==> config.mk <==
export PLATFORM = sky130hd
export DESIGN_NAME = gate_op_arbiter_flat
export DESIGN_NICKNAME = d
export VERILOG_FILES = /design/src/rtl/gate_op_arbiter_if.sv /design/src/rtl/gate_op_arbiter.sv /design/src/flat_wrapper.sv
export SDC_FILE = /design/constraint.sdc
export NUM_CORES = 1
export LEC_CHECK = 0
export ABC_CLOCK_PERIOD_IN_PS = 5630
export BUFFER_PORTS_ARGS = -buffer_cell sky130_fd_sc_hd__buf_2
export CAP_MARGIN = 30
export CORE_MARGIN = 1
export CORE_UTILIZATION = 40
export CTS_CLUSTER_DIAMETER = 200
export CTS_CLUSTER_SIZE = 40
export DETAILED_ROUTE_END_ITERATION = 7
export HOLD_SLACK_MARGIN = 0.12
export PLACE_DENSITY = 0.69
export SLEW_MARGIN = 25
export SYNTH_ARGS = -nofsm -noshare
export SYNTH_HDL_FRONTEND = slang
export SYNTH_SLANG_ARGS = --single-unit
export TNS_END_PERCENT = 10
==> constraint.sdc <==
create_clock -name clk -period 5.63 [get_ports clk]
set_clock_uncertainty 0.2 [all_clocks]
set_input_delay 1.126 -clock clk [delete_from_list [all_inputs] [get_ports clk]]
set_output_delay 1.126 -clock clk [all_outputs]
set_load 0.03 [all_outputs]
==> src/rtl/gate_op_arbiter_if.sv <==
// gate_op_arbiter_if: request/grant/result bundle between the requesters and
// the gate_op_arbiter.
//
// Handshake: requester i raises req[i] with op/a_in/b_in for its slot and holds
// them stable until it sees gnt[i]. The arbiter latches them at the grant edge,
// so the requester may change or drop them from the gnt cycle onwards.
// done pulses for one cycle with result/done_id valid. result and done_id then
// hold until the next done.
//
// Signals:
//   req     [N_REQ]      request level per requester
//   op      [2*N_REQ]    op code per requester (00 OR, 01 AND, 10 NOT a, 11 NAND)
//   a_in    [W*N_REQ]    operand A per requester
//   b_in    [W*N_REQ]    operand B per requester (ignored for NOT)
//   gnt     [N_REQ]      one-hot grant, one cycle
//   done    1            result valid pulse
//   done_id [clog2 N]    requester the result belongs to
//   result  [W]          registered result
//   busy    1            arbiter is not idle
interface gate_op_arbiter_if #(
  parameter int N_REQ = 4,
  parameter int W     = 8
);
  localparam int ID_W = $clog2(N_REQ);

  logic [N_REQ-1:0]   req;
  logic [2*N_REQ-1:0] op;
  logic [W*N_REQ-1:0] a_in;
  logic [W*N_REQ-1:0] b_in;
  logic [N_REQ-1:0]   gnt;
  logic               done;
  logic [ID_W-1:0]    done_id;
  logic [W-1:0]       result;
  logic               busy;

  modport master (
    output req, op, a_in, b_in,
    input  gnt, done, done_id, result, busy
  );

  modport slave (
    input  req, op, a_in, b_in,
    output gnt, done, done_id, result, busy
  );
endinterface

==> src/rtl/gate_op_arbiter.sv <==
// gate_op_arbiter: round-robin arbiter in front of a bitwise logic unit that
// is built from 2-input NAND gates. One operation is in flight at a time.
// Each operation takes 3 cycles: IDLE (sample) -> EXEC (gnt) -> DONE (done).
//
// Ports:
//   clk        clock, rising edge
//   rst_n      asynchronous active-low reset
//   bus        gate_op_arbiter_if.slave (req/op/a_in/b_in in, gnt/done/... out)
//   state_dbg  current FSM state (0 IDLE, 1 EXEC, 2 DONE)
module gate_op_arbiter #(
  parameter int N_REQ = 4,
  parameter int W     = 8
) (
  input  logic               clk,
  input  logic               rst_n,
  gate_op_arbiter_if.slave   bus,
  output logic [1:0]         state_dbg
);
  localparam int ID_W = $clog2(N_REQ);

  typedef enum logic [1:0] {
    IDLE = 2'd0,
    EXEC = 2'd1,
    DONE = 2'd2
  } state_t;

  state_t state, state_nxt;

  logic [ID_W-1:0] ptr;
  logic [ID_W-1:0] win_id;
  logic [1:0]      op_q;
  logic [W-1:0]    a_q;
  logic [W-1:0]    b_q;
  logic [W-1:0]    result_q;
  logic [ID_W-1:0] done_id_q;

  // Round-robin pick
  logic            found;
  logic [ID_W-1:0] win;
  logic [ID_W-1:0] idx;
  logic [ID_W-1:0] ptr_inc;
  logic [1:0]      sel_op;
  logic [W-1:0]    sel_a;
  logic [W-1:0]    sel_b;

  // The search starts at ptr and wraps. The first high req bit wins.
  always_comb begin
    found = 1'b0;
    win   = '0;
    idx   = '0;
    for (int k = 0; k < N_REQ; k++) begin
      idx = ID_W'((int'(ptr) + k) % N_REQ);
      if (!found && bus.req[idx]) begin
        found = 1'b1;
        win   = idx;
      end
    end
  end

  always_comb begin
    ptr_inc = (win == ID_W'(N_REQ - 1)) ? '0 : win + ID_W'(1);
  end

  // Winner operand mux (constant slices only)
  always_comb begin
    sel_op = '0;
    sel_a  = '0;
    sel_b  = '0;
    for (int i = 0; i < N_REQ; i++) begin
      if (win == ID_W'(i)) begin
        sel_op = bus.op[2*i +: 2];
        sel_a  = bus.a_in[W*i +: W];
        sel_b  = bus.b_in[W*i +: W];
      end
    end
  end

  // NAND-only logic unit
  function automatic logic [W-1:0] nand2(input logic [W-1:0] x, input logic [W-1:0] y);
    return ~(x & y);
  endfunction

  logic [W-1:0] na, nb, nab, f;

  always_comb begin
    na  = nand2(a_q, a_q);
    nb  = nand2(b_q, b_q);
    nab = nand2(a_q, b_q);
    f   = '0;
    case (op_q)
      2'b00:   f = nand2(na, nb);    // OR
      2'b01:   f = nand2(nab, nab);  // AND
      2'b10:   f = na;               // NOT a
      default: f = nab;              // NAND
    endcase
  end

  // FSM
  always_ff @(posedge clk or negedge rst_n) begin
    if (!rst_n) state <= IDLE;
    else        state <= state_nxt;
  end

  always_comb begin
    state_nxt = state;
    case (state)
      IDLE:    if (found) state_nxt = EXEC;
      EXEC:    state_nxt = DONE;
      DONE:    state_nxt = IDLE;
      default: state_nxt = IDLE;
    endcase
  end

  // Datapath
  always_ff @(posedge clk or negedge rst_n) begin
    if (!rst_n) begin
      ptr       <= '0;
      win_id    <= '0;
      op_q      <= '0;
      a_q       <= '0;
      b_q       <= '0;
      result_q  <= '0;
      done_id_q <= '0;
    end else begin
      if (state == IDLE && found) begin
        win_id <= win;
        op_q   <= sel_op;
        a_q    <= sel_a;
        b_q    <= sel_b;
        ptr    <= ptr_inc;
      end
      if (state == EXEC) begin
        result_q  <= f;
        done_id_q <= win_id;
      end
    end
  end

  // Outputs are decoded from state. Because state resets asynchronously,
  // gnt, done and busy drop as soon as rst_n goes low.
  always_comb begin
    bus.gnt     = '0;
    bus.done    = 1'b0;
    bus.busy    = (state != IDLE);
    bus.done_id = done_id_q;
    bus.result  = result_q;
    if (state == EXEC) bus.gnt  = N_REQ'(1) << win_id;
    if (state == DONE) bus.done = 1'b1;
  end

  assign state_dbg = state;
endmodule

==> src/flat_wrapper.sv <==
// flat-port wrapper written by rule: the top's interface ports become plain ports
module gate_op_arbiter_flat 
#(
  parameter int N_REQ = 4,
  parameter int W     = 8
)
  (clk, rst_n, state_dbg, bus_req, bus_op, bus_a_in, bus_b_in, bus_gnt, bus_done, bus_done_id, bus_result, bus_busy);
  gate_op_arbiter_if #(.N_REQ(N_REQ), .W(W)) bus_i ();
  input  logic clk;
  input  logic rst_n;
  output logic [1:0] state_dbg;
  input wire logic [$bits(bus_i.req)-1:0] bus_req;
  input wire logic [$bits(bus_i.op)-1:0] bus_op;
  input wire logic [$bits(bus_i.a_in)-1:0] bus_a_in;
  input wire logic [$bits(bus_i.b_in)-1:0] bus_b_in;
  output wire logic [$bits(bus_i.gnt)-1:0] bus_gnt;
  output wire logic [$bits(bus_i.done)-1:0] bus_done;
  output wire logic [$bits(bus_i.done_id)-1:0] bus_done_id;
  output wire logic [$bits(bus_i.result)-1:0] bus_result;
  output wire logic [$bits(bus_i.busy)-1:0] bus_busy;
  assign bus_i.req = bus_req;
  assign bus_i.op = bus_op;
  assign bus_i.a_in = bus_a_in;
  assign bus_i.b_in = bus_b_in;
  assign bus_gnt = bus_i.gnt;
  assign bus_done = bus_i.done;
  assign bus_done_id = bus_i.done_id;
  assign bus_result = bus_i.result;
  assign bus_busy = bus_i.busy;
  gate_op_arbiter #(.N_REQ(N_REQ), .W(W)) u_core (.clk(clk), .rst_n(rst_n), .bus(bus_i), .state_dbg(state_dbg));
endmodule
==> impl_metrics.ini <==
[outcome]
status = completed

[finish]
final-seq-area_um2 = 851
multi_input_area_um2 = 1250
postLayoutCoreUtil_pct = 51.2
layout.nets = 441
num_antenna_cells = 0
postLayoutCellArea_um2 = 2840
drive_gt1_share_pct = 30.1
num-fill-cells = 549
area_growth_syn_to_layout_pct = 22.9

[synthesis]
syn_nets = 364
synthArstFlopShare_pct = 100
synth-warning-count = 0
syn_area_per_cell_um2 = 8.19
ys_types = 31
ys.flop_type = dfrtp_1
seq_area_frac_synth_pct = 36.9
synth-seq-cells = 34
synth-edff-count = 0
synth_area_um2 = 2310
syn_inst = 282

[pwr]
vdd_ir_drop_max_uv = 205
power.static_leakage_nw = 1.35
power_density_nw_per_um2 = 572

[setup_path]
cp-start-kind = input port
end_kind = register
cp_data_arrival_time_ns = 3.37
r2r_end = u_core.op_q[1]
crit_type = in -> reg
crit_slowest_cell = or4_4
timing.rr.start = u_core.ptr[1]
path_max_fanout = 25
crit_required_ns = 5.63
crit_buf_inv = 1
cpPeakStageDelay_ns = 0.69
worst_path_dominant_cell_family = simple AND/OR/NAND/NOR gates
rrSetupSlack_ns = 2.97
path_cells = buf_2 > or4_4 > nand3_1 > ha_1 > nand3b_1 > a221o_1 > a31oi_1
reg2reg_depth = 7

[min_path]
hp-class = reg -> reg
hold_path.startpoint = u_core.bus.done_id[1]
hold_end = u_core.bus.done_id[1]
hold_depth = 2

[global_route]
antenna_found_initial = 0
groute.usage.overall_pct = 19.9
grt_pass1_wl_um = 9610
first_global_vias = 2031
grt_start_max_net_pins = 37
grt-ovfl-total = 0

[floorplanning]
die-area_um2 = 6080
core_area_um2 = 5540
die_w_um = 78.0
ios = 96
die_y_um = 78.0
start_util_pct = 41.7
core.rowCount = 27

[placed_design]
dpl_cell_area_um2 = 2760
dp_hpwl_um = 4260
pre_cts_ws_ns = 1.76
place_congestion = 0.871
numPortBuffers = 95

[route]
drt_iter0_drc = 141
drt-total-wl_um = 5870
antenna_left = 0
wire_per_inst_um = 13.6
via_per_inst = 5.39
vias = 2322
drt_first_pass_iters = 4
post-route-drc-count = 0

[job]
timing.max_cap.violations = 0

[timing]
fin_crit_sh_pct = 60.0
worstMarginPinSlew_ns = 0.748
tns_ns = 0
finalSetupViolCount = 0
drv_slew = 0
worst_slack_ns = 2.25
max_freq_ghz = 0.296
rsz0062_at_grt = no
final_hold_viol_count = 0
min_period_ns = 3.38
max-slew-margin-rel_pct = 50.1
hold-worst-slack_ns = 0.273

[clock_network]
cts_sinks = 34
holdBufCountCts = 0
cts_buffers = 5
cts_resized = 0
cts_buffer_depth = 2
clkLatencyLatePin_ns = 0.28
cts_tree = yes
cts_setup_buffers = 0
cts-root-buf = clkbuf_8
path_clk_slew_ns = 0.06
htree_levels = 2
-- Yosys cell counts, drive strengths merged, types with 2 or more instances --
master / count / area share (%)
a221o: 18 / 7.8
and3: 2 / 0.54
nor3: 2 / 0.43
a22o: 7 / 2.7
nand3: 3 / 0.65
nand2: 24 / 3.9
inv: 22 / 3.6
nand2b: 11 / 3.0
and2: 2 / 0.65
dfrtp: 34 / 37
a21oi: 46 / 10
o21ai: 9 / 2.1
o21bai: 2 / 0.65
nor2: 13 / 2.1
mux2i: 2 / 0.87
ha: 4 / 2.2
nor2b: 3 / 0.81
clkbuf: 20 / 3.3
buf: 7 / 2.5
nand3b: 18 / 5.9
a31oi: 27 / 7.3
-- layer usage --
| metal | track usage [%] | wire length [um] | up-vias |
|---|---|---|---|
| met5 | 0 | 0 | - |
| met3 | 2.82 | 308 | 8 |
| li1 | - | - | 1182 |
| met2 | 29.9 | 2620 | 80 |
| met1 | 29.4 | 2860 | 1052 |
| met4 | 5.93 | 80 | 0 |
-- sequential cells by signal, indices dropped and copies added, names as in the netlist --
signal              flops
u_core.a_q              8
u_core.b_q              8
u_core.bus.done_id      2
u_core.bus.result       8
u_core.op_q             2
u_core.ptr              2
u_core.state_dbg        2
u_core.win_id           2
-- layout make-up --
cell class | instances | share of cell area, %
tap | 72 | 3.17
clock buffer | 7 | 2.69
timing repair buffer | 97 | 17.3
multi-input combinational | 199 | 44.0
inverter | 22 | 2.91
sequential | 34 | 30.0
-- how the worst max path moves through the flow --
stage / startpoint / endpoint / slack (ns) / depth (start not counted)
4_1_cts: bus_req[1] / u_core.op_q[1] / 2.04 / 7
3_5_place_dp: bus_req[1] / u_core.op_q[1] / 1.76 / 7
6_report: bus_req[1] / u_core.op_q[1] / 2.25 / 7
5_1_grt: bus_req[1] / u_core.a_q[4] / 2.08 / 7
3_3_place_gp: bus_req[1] / u_core.a_q[3] / 1.68 / 7
2_1_floorplan: bus_req[1] / u_core.a_q[4] / 2.08 / 10
-- worst register-to-register path, delay by kind of cell (launching register included) --
kind / cells / cell delay [ns]
AO/OA/AOI/OAI: 4 / 1.04
adder cells (fa/ha/maj): 1 / 0.53
flip-flops: 1 / 0.43
multiplexers: 1 / 0.13
AND/OR/NAND/NOR: 1 / 0.25
-- through the flow --
step                      instances  power [mW]
after CTS                       431        1.63
after floorplan                 282        1.26
final                           431        1.62
after detailed placement        424        1.46
after global routing            431        1.78
after global placement          424        1.44
-- placed cells by master, fill, tap and decap left out --
cell type,Yosys,routed
and2_4,1,1
nand3b_1,18,18
and3_1,2,2
nor3_1,2,2
o21ai_0,8,8
ha_1,4,2
o21ai_2,1,1
buf_2,1,95
nand3_1,3,3
ha_2,0,2
a21o_1,1,1
inv_1,22,22
nand2_1,24,24
a21oi_1,46,46
or4_4,1,1
a21boi_0,1,1
a2bb2oi_1,1,1
a31oi_1,27,27
a31o_2,1,1
clkbuf_8,0,5
and2_1,1,1
nand2b_1,11,11
mux2i_1,2,2
nor2_1,13,13
o21bai_1,2,2
buf_4,0,2
a41o_1,1,1
nor2b_1,3,3
clkbuf_1,20,2
a22o_1,7,7
a221o_1,18,18
dfrtp_1,34,34
-- cell families (layout without fill, tap and decap cells) --
family | Yosys count | after routing | share of synthesized area [%]
compound gates | 114 | 114 | 32.4
simple gates | 79 | 79 | 18.4
buf+inv | 49 | 126 | 9.32
flops | 34 | 34 | 36.9
fa+ha+maj | 4 | 4 | 2.17
mux | 2 | 2 | 0.867
-- where the power goes --
group	internal, mW	total (mW)	switching, mW
combinational	0.403	0.947	0.544
clock	0.0851	0.167	0.0819
sequential	0.376	0.509	0.133
No activity file was read; power rests on OpenSTA's default activity.
